$ cat config.mk
export PLATFORM = sky130hd
export DESIGN_NAME = read_header_func
export DESIGN_NICKNAME = d
export VERILOG_FILES = /design/src/rtl/read_header_func.sv
export SDC_FILE = /design/constraint.sdc
export NUM_CORES = 1
export LEC_CHECK = 0
export CAP_MARGIN = 20
export CORE_AREA = 5 5 228 230
export CTS_BUF_LIST = sky130_fd_sc_hd__clkbuf_4 sky130_fd_sc_hd__clkbuf_8
export DETAILED_ROUTE_END_ITERATION = 12
export DIE_AREA = 0 0 233 235
export HOLD_SLACK_MARGIN = 0.08
export SLEW_MARGIN = 25
export SYNTH_ARGS = -nofsm -noshare
export SYNTH_HDL_FRONTEND = slang
export SYNTH_SLANG_ARGS = --single-unit
$ cat constraint.sdc
create_clock -name clk -period 5.1 [get_ports clk]
set_input_delay 0.765 -clock clk [delete_from_list [all_inputs] [get_ports clk]]
set_output_delay 0.765 -clock clk [all_outputs]
set_load 0.1 [all_outputs]
$ cat src/rtl/read_header_func.sv
// Ethernet header receiver: stores dest/src MAC and EtherType into argument memories, then drains
// and counts the payload. Optional EtherType filter compiled in with READ_HEADER_TYPE_FILTER_EN.
module read_header_func #(
  parameter logic [15:0] TYPE_MATCH = 16'h0800,
  parameter int unsigned LEN_W      = 16
) (
  input  logic             clk,
  input  logic             rst_n,
  output logic [47:0]      arg_0_raddr,
  output logic [47:0]      arg_0_waddr,
  output logic [47:0]      arg_0_wdata,
  output logic             arg_0_wen,
  input  logic [47:0]      arg_0_rdata,
  output logic [47:0]      arg_1_raddr,
  output logic [47:0]      arg_1_waddr,
  output logic [47:0]      arg_1_wdata,
  output logic             arg_1_wen,
  input  logic [47:0]      arg_1_rdata,
  output logic [15:0]      arg_2_raddr,
  output logic [15:0]      arg_2_waddr,
  output logic [15:0]      arg_2_wdata,
  output logic             arg_2_wen,
  input  logic [15:0]      arg_2_rdata,
  input  logic             arg_3_m_eth_hdr_valid,
  output logic             arg_3_m_eth_hdr_ready,
  input  logic [47:0]      arg_3_m_eth_dest_mac,
  input  logic [47:0]      arg_3_m_eth_src_mac,
  input  logic [15:0]      arg_3_m_eth_type,
  input  logic [7:0]       arg_3_m_eth_payload_axis_tdata,
  input  logic             arg_3_m_eth_payload_axis_tvalid,
  input  logic             arg_3_m_eth_payload_axis_tlast,
  input  logic             arg_3_m_eth_payload_axis_tuser,
  output logic             arg_3_m_eth_payload_axis_tready,
  input  logic             arg_3_busy,
  output logic [LEN_W-1:0] payload_len,
  output logic             frame_err,
  output logic             valid
);

  typedef enum logic [2:0] {StIdle, StWrDest, StWrSrc, StWrType, StDrain, StDone} state_e;

  state_e            state_q;
  logic [47:0]       dest_q, src_q;
  logic [15:0]       type_q;
  logic [LEN_W-1:0]  cnt_q, len_q, cnt_inc;
  logic              hdr_ready_q, tready_q, valid_q, err_q;
  logic              wen0_q, wen1_q, wen2_q;
  logic              beat;
`ifdef READ_HEADER_TYPE_FILTER_EN
  logic              drop_q;
`endif

  assign beat    = arg_3_m_eth_payload_axis_tvalid & tready_q;
  assign cnt_inc = (cnt_q == {LEN_W{1'b1}}) ? cnt_q : cnt_q + LEN_W'(1);

  always_ff @(posedge clk or negedge rst_n) begin
    if (!rst_n) begin
      state_q     <= StIdle;
      dest_q      <= '0;
      src_q       <= '0;
      type_q      <= '0;
      cnt_q       <= '0;
      len_q       <= '0;
      err_q       <= 1'b0;
      hdr_ready_q <= 1'b0;
      tready_q    <= 1'b0;
      valid_q     <= 1'b0;
      wen0_q      <= 1'b0;
      wen1_q      <= 1'b0;
      wen2_q      <= 1'b0;
`ifdef READ_HEADER_TYPE_FILTER_EN
      drop_q      <= 1'b0;
`endif
    end else begin
      wen0_q  <= 1'b0;
      wen1_q  <= 1'b0;
      wen2_q  <= 1'b0;
      valid_q <= 1'b0;
      unique case (state_q)
        StIdle: begin
          hdr_ready_q <= 1'b1;
          if (arg_3_m_eth_hdr_valid && hdr_ready_q) begin
            dest_q      <= arg_3_m_eth_dest_mac;
            src_q       <= arg_3_m_eth_src_mac;
            type_q      <= arg_3_m_eth_type;
            cnt_q       <= '0;
            hdr_ready_q <= 1'b0;
`ifdef READ_HEADER_TYPE_FILTER_EN
            drop_q      <= (arg_3_m_eth_type != TYPE_MATCH);
            if (arg_3_m_eth_type != TYPE_MATCH) begin
              state_q  <= StDrain;
              tready_q <= 1'b1;
            end else begin
              state_q <= StWrDest;
              wen0_q  <= 1'b1;
            end
`else
            state_q <= StWrDest;
            wen0_q  <= 1'b1;
`endif
          end
        end
        StWrDest: begin
          state_q <= StWrSrc;
          wen1_q  <= 1'b1;
        end
        StWrSrc: begin
          state_q <= StWrType;
          wen2_q  <= 1'b1;
        end
        StWrType: begin
          state_q  <= StDrain;
          tready_q <= 1'b1;
        end
        StDrain: begin
          if (beat) begin
            cnt_q <= cnt_inc;
            if (arg_3_m_eth_payload_axis_tlast) begin
              tready_q <= 1'b0;
`ifdef READ_HEADER_TYPE_FILTER_EN
              if (drop_q) begin
                // Filtered frame: back to idle silently, reported fields untouched.
                state_q     <= StIdle;
                hdr_ready_q <= 1'b1;
              end else begin
                state_q <= StDone;
                valid_q <= 1'b1;
                len_q   <= cnt_inc;
                err_q   <= arg_3_m_eth_payload_axis_tuser;
              end
`else
              state_q <= StDone;
              valid_q <= 1'b1;
              len_q   <= cnt_inc;
              err_q   <= arg_3_m_eth_payload_axis_tuser;
`endif
            end
          end
        end
        StDone: begin
          state_q     <= StIdle;
          hdr_ready_q <= 1'b1;
        end
        default: begin
          state_q     <= StIdle;
          hdr_ready_q <= 1'b0;
          tready_q    <= 1'b0;
        end
      endcase
    end
  end

  assign arg_0_raddr = '0;
  assign arg_0_waddr = '0;
  assign arg_1_raddr = '0;
  assign arg_1_waddr = '0;
  assign arg_2_raddr = '0;
  assign arg_2_waddr = '0;
  assign arg_0_wdata = dest_q;
  assign arg_1_wdata = src_q;
  assign arg_2_wdata = type_q;
  assign arg_0_wen   = wen0_q;
  assign arg_1_wen   = wen1_q;
  assign arg_2_wen   = wen2_q;

  assign arg_3_m_eth_hdr_ready           = hdr_ready_q;
  assign arg_3_m_eth_payload_axis_tready = tready_q;
  assign payload_len = len_q;
  assign frame_err   = err_q;
  assign valid       = valid_q;

  logic unused_inputs;
`ifdef READ_HEADER_TYPE_FILTER_EN
  assign unused_inputs = ^{arg_0_rdata, arg_1_rdata, arg_2_rdata, arg_3_busy,
                           arg_3_m_eth_payload_axis_tdata};
`else
  assign unused_inputs = ^{arg_0_rdata, arg_1_rdata, arg_2_rdata, arg_3_busy,
                           arg_3_m_eth_payload_axis_tdata, TYPE_MATCH};
`endif

endmodule

; ---- Word level (Yosys, flattened, before mapping)
; Cells that the tools add are included.
[word_totals]
register_bits = 154
in_bits = 239
output_inout_bits = 359
wordCells = 55
[op_classes]
add_sub_neg = 1
eq_ne = 9
n_mux = 20
bitwise = 2
n_reduce_logical = 10
[op_table]
columns = operator, n
row1 = $mux 16, 3
row2 = $pmux 16 s2, 1
row3 = $add 16x1->16 const B, 1
row4 = $eq 16x16->1 const B, 1
row5 = $pmux 3 s5, 1
row6 = $reduce_and 3->1, 4
row7 = $mux 1, 10
row8 = $mux 3, 3
row9 = $reduce_or 4->1, 2
row10 = $eq 3x2->1 const B, 2
row11 = $eq 3x3->1 const B, 2
row12 = $ne 2x2->1 const B, 3
row13 = $pmux 1 s3, 2
row14 = $eq 3x1->1 const B, 1
row15 = $logic_not 3->1, 1
row16 = $reduce_and 2->1, 1
row17 = $reduce_bool 2->1, 1
row18 = $and 1x1->1, 1
row19 = $logic_and 1x1->1, 1
row20 = $not 1->1, 1

; ---- Longest topological paths before layout
[depth]
depth_word = 4
ltp_mapped = 8
depth_no_buf = 5

; ---- Worst setup path after synthesis
; No wires, ideal clock.
[synth_path]
path_kind = register to register
start = register hdr_ready_q (netlist: arg_3_m_eth_hdr_ready)
end = register dest_q[0] (netlist: arg_0_wdata[0])
setup_time_ps = 120
t_arrival_ps = 2074
required_time_ps = 4980
slack_ps = 2906
stages_incl_launch_ff = 8
n_path_buf = 3
period_less_slack_ps = 2194
cell_sequence = dfrtp_1 -> nand4bb_1 -> or2_2 -> buf_2 -> clkbuf_1 -> buf_2 -> nand2_1 -> nand2_1
[synth_via]
elab_chain_cells = 2
[synth_rtl]
columns = item, line
row1 = "start, declared", 46  ; logic hdr_ready_q, tready_q, valid_q, err_q;
row2 = "start signal, assigned", 65  ; hdr_ready_q <= 1'b0;
row3 = "start signal, assigned", 81  ; hdr_ready_q <= 1'b1;
row4 = "start signal, assigned", 87  ; hdr_ready_q <= 1'b0;
row5 = $logic_and 1x1->1, 82  ; if (arg_3_m_eth_hdr_valid && hdr_ready_q) begin
row6 = $reduce_and 2->1 (no line), n/a
row7 = "end signal, assigned", 83  ; dest_q <= arg_3_m_eth_dest_mac;
row8 = "end, declared", 43  ; logic [47:0] dest_q, src_q;
; Every way passes these cells.
; A chain may end at the register's enable or synchronous reset.

; ---- Final worst setup path
[layout_path]
start = register hdr_ready_q (netlist: arg_3_m_eth_hdr_ready)
end = output arg_3_m_eth_hdr_ready
[layout_lines]
columns = item, line
row1 = "end, declared", 25  ; output logic arg_3_m_eth_hdr_ready,
; No word-level cell between the ends.

==> impl_metrics.ini <==
[run_status]
status = completed

[logic_synthesis]
syn_area_um2 = 8160
synth_area_leaders = dfrtp_1 (47%), buf_4 (22%), nand2_1 (17%)
ys.warnings.count = 0
synth.distinct_cells = 57
ys_seq_elements = 154
synthFlopType = dfrtp_1
yosys.area.top_type = dfrtp_1
synth-edff-count = 0
yosysTopAreaCellShare = 0.472
postSynthCellCount = 929
async_flop_share = 1.00
avgSynthCellArea_um2 = 8.79
ys_seq_area_frac = 0.472

[global_routing]
gr-max-usage-layer = met2
grt_use_total = 0.0835
grt_max_degree = 117
antenna_found_initial = 0
grt_first_pass_wirelength_um = 35300
grt_use_met1 = 0.0863
grtUsageMet3 = 0.0467
grt_use_met2 = 0.142
grt_pass1_vias = 6206
grt_overflow_total = 0

[timing]
period_share = 0.569
hold_viol = 0
tns_ns = 0
rsz0062_at_grt = no
setup_viol = 0
slew_headroom = 0.304
period_needed_ns = 2.90
finClkSkew_ns = 0.00920
fmax_mhz = 344
fin_ws_ns = 2.20
drv_slew = 0
worst_slew_pin_slew_ns = 1.04

[route]
drc_errors = 0
ant_nets = 0
wl_per_cell_um = 12.5
wl_um = 23100
via_count = 6218
drt-pass1-iter-count = 5
drt_iter0_drc = 421
viasPerCell = 3.37

[layout]
final_common_cell = nand2_1
final_cell_mix = nand2_1 (360), clkdlybuf4s50_1 (248), conb_1 (224)
synthToLayoutAreaGrowth_pct = 34.1
layout-drive-gt1-share = 0.0503
fillers = 5408
num-nets-final = 1400
diodes = 0

[setup_path]
required_ns = 4.34
slowest_stage = clkdlybuf4s50_1
cp_max_fo = 5
worstPathCellList = clkdlybuf4s50_1
startpoint_type = flip-flop
arrival_ns = 2.14
rr_startpoint = state_q[0]
r2r_slack_ns = 2.74
crit_path_end_kind = output port
path_buf_inv = 1
critical_path_class = reg2out
cpPeakStageDelay_ns = 1.17
worstRegToRegCells = 6
crit_family = buffers and inverters
reg2reg_to = arg_0_wdata[24]

[clock_network]
clk_latency_ns = 0.54
cts_inserted_buffers = 17
post_cts_buffers = 0
cts-htree-levels = 4
cts.hold.buffers_added = 0
cts_sinks = 154
path_clk_slew_ns = 0.09
cts_buffer_depth = 2
cts_root_buf = clkbuf_8
cts-resized-gates = 0
cts_tree = yes

[placed_design]
dpl.hpwl_um = 16600
dp_slack_ns = 1.99
portBuffers = 252
place_congestion = 0.752

[min_path]
hp-class = in2async

[floorplan]
pin_count = 598
core_area_um2 = 49700
die_w_um = 233
die_h_um = 235
start_util = 0.164
die_area_um2 = 54800
rows = 82

[job]
maxCapViolCount = 0
## Yosys cell counts (all sizes together) (2+ instances only)
library cell and number:
o21bai 2, a41oi 2, or3 3, nand4 7, or4 4, a221oi 2
nand3 12, a31oi 7, o211ai 3, nand2 361, dfrtp 154, and2 2
o31ai 6, clkbuf 10, buf 258, a311oi 3, nor3 3, nor4 4
a21o 2, mux2i 5, nor2 16, a21oi 11, o311ai 3, or2 2
xnor2 5, a211oi 3, and3 4, o21ai 10, inv 6, and4 5
## per-layer routing
metal  up-vias  part of all wire
met4         0             0.015
met3        23              0.11
met5         -                 0
li1       2972                 -
met1      2947              0.37
met2       276              0.50
## worst register-to-register path: cells and delay by family (launching register included)
family,cells,cell delay [ns]
flops,1,0.49
buf+inv,2,0.99
simple gates,4,0.81
## how the worst max path moves through the flow
stage                          start  depth (start not counted)                    end  slack, ns
3_5_place_dp   arg_3_m_eth_hdr_valid                          7        arg_0_wdata[25]       1.99
5_1_grt        arg_3_m_eth_hdr_ready                          1  arg_3_m_eth_hdr_ready       2.07
2_1_floorplan  arg_3_m_eth_hdr_ready                          7         arg_0_wdata[0]       2.91
3_3_place_gp   arg_3_m_eth_hdr_valid                          7        arg_0_wdata[25]       2.01
4_1_cts        arg_3_m_eth_hdr_ready                          1  arg_3_m_eth_hdr_ready       2.07
6_report       arg_3_m_eth_hdr_ready                          1  arg_3_m_eth_hdr_ready       2.20
## state kept, by name, indices dropped and copies added, names as in the netlist
register and count:
arg_2_wen 1, arg_0_wen 1, payload_len 16, arg_0_wdata 48
arg_1_wdata 48, arg_3_m_eth_payload_axis_tready 1, cnt_q 16, arg_2_wdata 16
arg_3_m_eth_hdr_ready 1, arg_1_wen 1, valid 1, frame_err 1
state_q 3
## logic make-up (layout without fill, tap and decap cells)
group / after synthesis / after routing / share of synthesized area
buffers and inverters: 274 / 295 / 0.239
xor gates and xnor gates: 5 / 5 / 0.00536
adders and majority gates: 1 / 1 / 0.00153
AOI/OAI and AO/OA: 60 / 60 / 0.0526
muxes: 6 / 6 / 0.00751
and+or+nand+nor: 428 / 428 / 0.222
DFF: 154 / 154 / 0.472
other: 1 / 224 / 0.000459
## layout make-up
cell class	instances	area [um2]	share of cell area
Inverter	6	25.0	0.00229
Clock buffer	19	255	0.0233
Clock inverter	13	193	0.0176
Multi-Input combinational cell	724	3200	0.292
Sequential cell	154	3850	0.352
Timing Repair Buffer	257	2580	0.236
Tap cell	672	841	0.0768
## through the flow
stage	cells	hold WS, ns	util	area (um2)
4_1_cts	1845	0.142	0.220	10900
2_1_floorplan	1152	0.469	-	9000
3_3_place_gp	1813	0.458	0.211	10500
3_5_place_dp	1813	0.461	0.211	10500
6_report	1845	0.184	0.220	10900
5_1_grt	1845	0.195	0.220	10900
Power is left out: the tool's default activity adds up to more than one toggle a clock period on the data nets, which glitch-free logic cannot reach.
